===== src/rtl/round_pkg.sv =====
// Shared types and widths for the round timer slice.
package round_pkg;

    typedef enum logic [1:0] {IDLE, RUN, PAUSE, DONE} round_state_t;

    localparam int BCD_W = 4;
    localparam int BIN_W = 7;

endpackage


===== src/rtl/bin2bcd2.sv =====
// Registered binary (0..99) to two-digit BCD converter, one cycle of latency.
module bin2bcd2
    import round_pkg::*;
(
    input  logic             clk,
    input  logic             rst,
    input  logic [BIN_W-1:0] bin,
    output logic [BCD_W-1:0] tens,
    output logic [BCD_W-1:0] ones
);

    logic [BCD_W-1:0] tens_d;
    logic [BCD_W-1:0] ones_d;

    // Divide-by-10 table: the last threshold not exceeding bin sets the tens digit.
    always_comb begin
        tens_d = '0;
        ones_d = BCD_W'(bin);
        for (int unsigned i = 1; i < 10; i++) begin
            if (bin >= BIN_W'(10 * i)) begin
                tens_d = BCD_W'(i);
                ones_d = BCD_W'(bin - BIN_W'(10 * i));
            end
        end
    end

    always_ff @(posedge clk or posedge rst) begin
        if (rst) begin
            tens <= '0;
            ones <= '0;
        end else begin
            tens <= tens_d;
            ones <= ones_d;
        end
    end

endmodule


===== src/rtl/round_tick_ctrl.sv =====
// Round countdown controller driving the tick generator enable.
// Optional blinking low-time warning output is enabled by defining ROUND_WARN_EN.
module round_tick_ctrl
    import round_pkg::*;
#(
    parameter  int ROUND_TICKS = 30,
    parameter  int WARN_TICKS  = 5,
    localparam int CNT_W       = $clog2(ROUND_TICKS + 1)
) (
    input  logic             clk,
    input  logic             rst,
    input  logic             start,
    input  logic             pause,
    input  logic             tick,
    output logic             timer_en,
    output logic [CNT_W-1:0] remaining,
    output logic [BCD_W-1:0] bcd_tens,
    output logic [BCD_W-1:0] bcd_ones,
    output logic             running,
`ifdef ROUND_WARN_EN
    output logic             warn,
`endif
    output logic             expired
);

    localparam logic [CNT_W-1:0] ONE      = CNT_W'(1);
    localparam logic [CNT_W-1:0] RELOAD   = CNT_W'(ROUND_TICKS);
    localparam logic [CNT_W-1:0] WARN_CNT = CNT_W'(WARN_TICKS);

    if (ROUND_TICKS < 1 || ROUND_TICKS > 99 || WARN_TICKS >= ROUND_TICKS) begin : g_bad_params
        $error("round_tick_ctrl: ROUND_TICKS must be 1..99 and WARN_TICKS below it");
    end

    round_state_t     state;
    logic [CNT_W-1:0] next_rem;

    always_comb begin
        next_rem = remaining;
        if (tick && remaining != '0)
            next_rem = remaining - ONE;
    end

    // Start has priority in every state, so it is handled ahead of the state case.
    always_ff @(posedge clk or posedge rst) begin
        if (rst) begin
            state     <= IDLE;
            remaining <= '0;
            timer_en  <= 1'b0;
            running   <= 1'b0;
            expired   <= 1'b0;
`ifdef ROUND_WARN_EN
            warn      <= 1'b0;
`endif
        end else begin
            expired <= 1'b0;
            if (start) begin
                state     <= RUN;
                remaining <= RELOAD;
                timer_en  <= 1'b1;
                running   <= 1'b1;
`ifdef ROUND_WARN_EN
                warn      <= 1'b0;
`endif
            end else begin
                unique case (state)
                    IDLE, DONE: ;
                    RUN: begin
                        remaining <= next_rem;
                        if (tick && remaining == ONE) begin
                            state    <= DONE;
                            timer_en <= 1'b0;
                            running  <= 1'b0;
                            expired  <= 1'b1;
`ifdef ROUND_WARN_EN
                            warn     <= 1'b0;
`endif
                        end else if (pause) begin
                            state    <= PAUSE;
                            timer_en <= 1'b0;
                            running  <= 1'b0;
`ifdef ROUND_WARN_EN
                            warn     <= (next_rem != '0) && (next_rem <= WARN_CNT);
`endif
                        end
`ifdef ROUND_WARN_EN
                        else if (tick && remaining != '0) begin
                            // First tick into the window turns warn on, later ones blink it.
                            if (next_rem <= WARN_CNT)
                                warn <= (remaining <= WARN_CNT) ? ~warn : 1'b1;
                            else
                                warn <= 1'b0;
                        end
`endif
                    end
                    PAUSE: begin
                        if (pause) begin
                            state    <= RUN;
                            timer_en <= 1'b1;
                            running  <= 1'b1;
                        end
                    end
                endcase
            end
        end
    end

    bin2bcd2 u_bcd (
        .clk  (clk),
        .rst  (rst),
        .bin  (BIN_W'(remaining)),
        .tens (bcd_tens),
        .ones (bcd_ones)
    );

endmodule

===== config.mk =====
export PLATFORM = sky130hd
export DESIGN_NAME = round_tick_ctrl
export DESIGN_NICKNAME = d
export VERILOG_FILES = /design/src/rtl/round_pkg.sv /design/src/rtl/bin2bcd2.sv /design/src/rtl/round_tick_ctrl.sv
export SDC_FILE = /design/constraint.sdc
export NUM_CORES = 1
export LEC_CHECK = 0
export BUFFER_PORTS_ARGS = -buffer_cell sky130_fd_sc_hd__buf_4
export CORE_MARGIN = 1.5
export CORE_UTILIZATION = 55
export DETAILED_ROUTE_END_ITERATION = 7
export PLACE_DENSITY = 0.77
export RECOVER_POWER = 50
export SKIP_CTS_REPAIR_TIMING = 1
export SYNTH_ARGS = -nofsm -noshare
export SYNTH_HDL_FRONTEND = slang
export SYNTH_SLANG_ARGS = --single-unit

===== constraint.sdc =====
create_clock -name clk -period 2.7 [get_ports clk]
set_clock_uncertainty 0.1 [all_clocks]
set_input_delay 0.27 -clock clk [delete_from_list [all_inputs] [get_ports clk]]
set_output_delay 0.27 -clock clk [all_outputs]
set_load 0.02 [all_outputs]

### Yosys cells after proc, flatten, opt, wreduce, memory -nomap -nowiden

Index checks and enable logic that the tools add are counted.

* order comparisons: 9
* multiplexer cells: 34
* add/subtract/negate cells: 10
* reductions and logical operators: 8
* equal/unequal tests: 5

Operators with widths (count)
* 2-to-1 mux 4 bit: 11
* >= comparator 5 x 7 -> 1 bit, second input constant: 3
* subtractor 4 bit, second input constant: 5
* >= comparator 5 x 6 -> 1 bit, second input constant: 3
* 2-to-1 mux 5 bit: 3
* 2-to-1 mux 2 bit: 6
* 2-to-1 mux 3 bit: 4
* >= comparator 5 bit, second input constant: 2
* 2-to-1 mux 1 bit: 8
* subtractor 4 x 3 -> 4 bit, second input constant: 2
* == test 5 x 1 -> 1 bit, second input constant: 1
* >= comparator 5 x 4 -> 1 bit, second input constant: 1
* nonzero test 5 bit: 1
* subtractor 5 x 1 -> 5 bit, second input constant: 1
* inequality test 4 bit, second input constant: 1
* one-hot mux 2 bit (2 select lines): 1
* nonzero test 2 bit: 2
* subtractor 4 x 1 -> 4 bit, second input constant: 1
* subtractor 4 x 2 -> 4 bit, second input constant: 1
* inequality test 3 bit, second input constant: 1
* AND reduction 3 bit: 1
* nonzero test 3 bit: 1
* == test 2 x 1 -> 1 bit, second input constant: 1
* == test 2 bit, second input constant: 1
* 3 further kinds: 4

* input bits: 5
* register bits: 17
* output and inout port bits: 16

### Depth between registers and ports, before layout

* depth after elaboration: 10
* mapped depth: 7

### Cells and area by module

A second synthesis with hierarchy kept.

* cells, all modules: 145
* area total of the unflattened synthesis: 1330.0 µm²

Modules (own cells, without submodules)
* bin2bcd2: cells an instance 97, area each 838.3 µm², times used 1
* round_tick_ctrl: cells an instance 48, area each 491.7 µm², times used 1

### Worst setup path after synthesis

OpenSTA, ideal clock, no wires.

* path type: reg-to-reg
* from: reg remaining[2]
* to: reg running
* path buffers: 0
* setup slack: 0.892 ns
* stages on the path, launching flop included: 7
* data required time: 2.474 ns
* data arrival time: 1.582 ns
* clock period less this slack: 1.808 ns
* path through: dfrtp_1 > inv_1 > ha_1 > nor2b_2 > and3_1 > o21ai_1 > a221o_1

* longest elaborated chain between the ends: 5
* elaborated cells between the ends (all ways): 7

RTL lines
* from (decl): line round_tick_ctrl.sv:16 `output logic [CNT_W-1:0] remaining,`
* from (signal assigned): line round_tick_ctrl.sv:68 `remaining <= next_rem;`
* == test 5 x 1 -> 1 bit *: line round_tick_ctrl.sv:69 `if (tick && remaining == ONE) begin`
* logical AND 1 bit *: line round_tick_ctrl.sv:69
* 2-to-1 mux 1 bit: line round_tick_ctrl.sv:69
* one-hot mux 1 bit (2 select lines): line round_tick_ctrl.sv:65 `unique case (state)`
* 2-to-1 mux 1 bit: line round_tick_ctrl.sv:56 `if (start) begin`
* to (signal assigned): line round_tick_ctrl.sv:60 `running <= 1'b1;`
* to (signal assigned): line round_tick_ctrl.sv:72 `running <= 1'b0;`
* to (signal assigned): line round_tick_ctrl.sv:80 `running <= 1'b0;`
* to (decl): line round_tick_ctrl.sv:19 `output logic running,`

Mark *: on every way between the ends. The rest lies on a longest branch, timed or not.
A chain may end at the register's enable or synchronous reset.

### Worst setup path after layout

* from: reg remaining[3]
* to: reg u_bcd.ones[3]

* longest elaborated chain between the ends: 10
* elaborated cells between the ends (all ways): 27

RTL lines
* subtractor 4 bit / >= comparator 5 x 4 -> 1 bit (equally long branches): line bin2bcd2.sv:22, bin2bcd2.sv:20
* 2-to-1 mux 4 bit (8 in a row): line bin2bcd2.sv:20 `if (bin >= BIN_W'(10 * i)) begin`
* 2-to-1 mux 4 bit *: line bin2bcd2.sv:20
* named net u_bcd.ones_d[3]: line bin2bcd2.sv:13 `logic [BCD_W-1:0] ones_d;`
* to (signal assigned): line bin2bcd2.sv:33 `ones <= ones_d;`
* to (decl): line bin2bcd2.sv:9 `output logic [BCD_W-1:0] ones`

Mark *: on every way through the listed nets, which the timed path passes. The rest lies on a longest branch.

==> impl_results.md <==
* Status: finished, final reports clean
* Synth Flop Type: dfrtp_1
* RSZ-0062 raised after global routing: false
* Post-DRT Antenna Nets at 0
* Top cells by area, synth: dfrtp_1 42%, ha_1 14%, xnor2_1 3.9%
* Hold Path Class: input pin to flop
* DP Cell Count at around 110
* Distinct cells, synth at 35
* Final std cells w/o fill at about 120
* Synthesis warning total at 0
* Peak VDD IR at 0.296 mV
* CTS root buffer: clkbuf_4
* FFs w/ async S/R, synth at 1.00
* Startpoint types: flop
* Fmax at about 540 MHz
* Syn-to-layout area delta at 14.3%
* Synth Register Bits at 15
* Initial Util at 0.593
* Starting DRT DRC Count at 13
* Syn Inst Count at between 80 and 90
* Hold Slack at about 0.099 ns
* # setup viols final at 0
* Period utilization at 0.692
* GPL Wtd Cong at 0.852
* H-tree lvl count at 1
* Yosys top cell area share at 0.416
* Nets at ~120
* Largest net degree at the start of global routing at 16
* Syn avg cell area at 10.8 sq um
* Filler cells at 123
* Worst skew pair latency at a little under 0.3 ns
* Worst Tran Pin Value at about 0.54 ns
* DP HPWL at around 1200 um
* Syn Std Cell Area at ~900 sq um
* Dominant cell type by area after synthesis: dfrtp_1
* TritonRoute pass-1 iters at 4
* Slew margin rel. at 0.637
* WL final at 1610 um
* Kind of critical path: flop to flop
* Placeable Area at 1520 sq um
* Hold Startpoint: start
* EDFF count, synth at 0
* Port bufs at 18
* Req. time, crit path at 2.78 ns
* Max Cap Viol at 0
* Die Span X at around 44 um
* Worst hold endpoint: remaining[0]
* Cts bufs inserted at 3
* Die H at 43.5 um
* Antenna violations before repair at 0
* Util after Layout at 0.677
* RR Startpoint: remaining[3]
* First-pass GRT wire length at about 2800 um
* Crit end category: flop
* Slew Viols, Final at 0
* Clock slew at the register clock pins of the worst setup and hold paths at about 0.080 ns
* Final hold vios at 0
* Largest buffer count on any clock path at 2
* Crit path max fanout at 8
* CTS tree: built
* Via density at between 5 and 6
* Layout cells sized above 1 at 0.216
* Sequential share of the synthesized area at 0.416
* Residual DRC at 0
* Leak Pwr at 0.512 nW
* Antenna diode count at 0
* Setup TNS at 0 ns
* R2R setup slack at roughly 0.83 ns
* Period minus WS final at ~1.9 ns
* Die ar. at roughly 1900 sq um
* PwrDens at approximately 490 nW/um^2
* Vias in the first global route at approximately 650
* Wire length per cell at approximately 14 um
* Aggregate global-route resource usage at 0.207
* Grt ovf at 0
* Worst hold stages at 2
* RR Endpoint: u_bcd.ones[3]
* CP arrival at approximately 2 ns
* R2r worst-path depth at 7
* # IOs at 21
* CTS sink count at 15
* # rows at 14
* DR vias at 650
## final cells by class
class,instances,area [sq um],area share
multi-input combinational,56,457,0.442
sequential,15,375,0.364
inverter,8,30.0,0.0291
clock inverter,1,5.00,0.00485
tap,16,20.0,0.0194
clock buffer,3,22.5,0.0218
timing repair buffer,19,123,0.119
## worst max path at each step
stage	depth (start not counted)	start	slack, ns	endpoint
2_1_floorplan	6	remaining[2]	0.89	running
3_3_place_gp	6	remaining[2]	0.92	running
3_5_place_dp	7	remaining[3]	0.85	u_bcd.ones[3]
4_1_cts	7	remaining[3]	0.84	u_bcd.ones[3]
5_1_grt	7	remaining[3]	0.62	u_bcd.ones[3]
6_report	7	remaining[3]	0.83	u_bcd.ones[3]
## registers in the layout, summed over array words and instances, names as in the netlist
register	flops
remaining	5
u_bcd.ones	4
state	2
u_bcd.tens	2
expired	1
running	1
## cell usage in the layout, fill, tap and decap left out, types with 2 or more instances in the layout
cell type,count
nand3_1,4
xnor2_1,4
dfrtp_1,15
nand4_1,2
a21oi_1,2
nand2_1,3
a221o_1,2
ha_1,10
nor2_1,2
clkbuf_4,4
clkbuf_1,6
o21ai_0,2
buf_4,11
inv_1,8
conb_1,2
nand2b_1,4
## worst max-delay path: stages (launching register included)
cell and delay, ns:
dfrtp_1 0.47, inv_1 0.17, ha_1 0.22, nor3b_1 0.15, o31ai_1 0.36, inv_1 0.12
nand3b_1 0.10, o21ai_0 0.08
## where the power goes
| group | switching, mW | leakage (nW) | total, mW | internal, mW |
|---|---|---|---|---|
| combinational | 0.0750 | 0.327 | 0.124 | 0.0488 |
| clock | 0.0679 | 0.0177 | 0.123 | 0.0551 |
| sequential | 0.0138 | 0.167 | 0.259 | 0.245 |
| total | 0.157 | 0.512 | 0.506 | 0.349 |
## metal layers
metal	wire, um	vias up	track usage	share of wire
met2	802	34	0.340	0.50
met5	0	-	0	0
li1	-	319	-	-
met3	129	4	0.0750	0.080
met1	652	293	0.241	0.41
met4	23	0	0.0970	0.014
## metrics by stage
step	area [sq um]	power, mW	worst slack, ns
after floorplan	907	0.355	0.892
after global placement	1020	0.397	0.915
after detailed placement	1020	0.398	0.846
after CTS	1040	0.524	0.839
after global routing	1030	0.542	0.623
final	1030	0.506	0.831
## cell families (layout without fill, tap and decap cells)
logic type,after synthesis,count (layout),share of synthesized area
compound gates,15,15,0.132
flops,15,15,0.416
other cells,1,2,0.00415
simple gates,23,23,0.162
mux,1,1,0.0166
xor+xnor,5,5,0.0485
buf+inv,14,31,0.0831
fa+ha+maj,10,10,0.139
## synthesized netlist by cell type (2+ instances only)
master and count:
a21oi_1 2, a221o_1 2, buf_4 4, dfrtp_1 15
ha_1 10, inv_1 8, nand2_1 3, nand2b_1 4
nand3_1 4, nand4_1 2, nor2_1 2, o21ai_0 2
xnor2_1 4
Note: power is estimated with default switching activity, not from simulation.
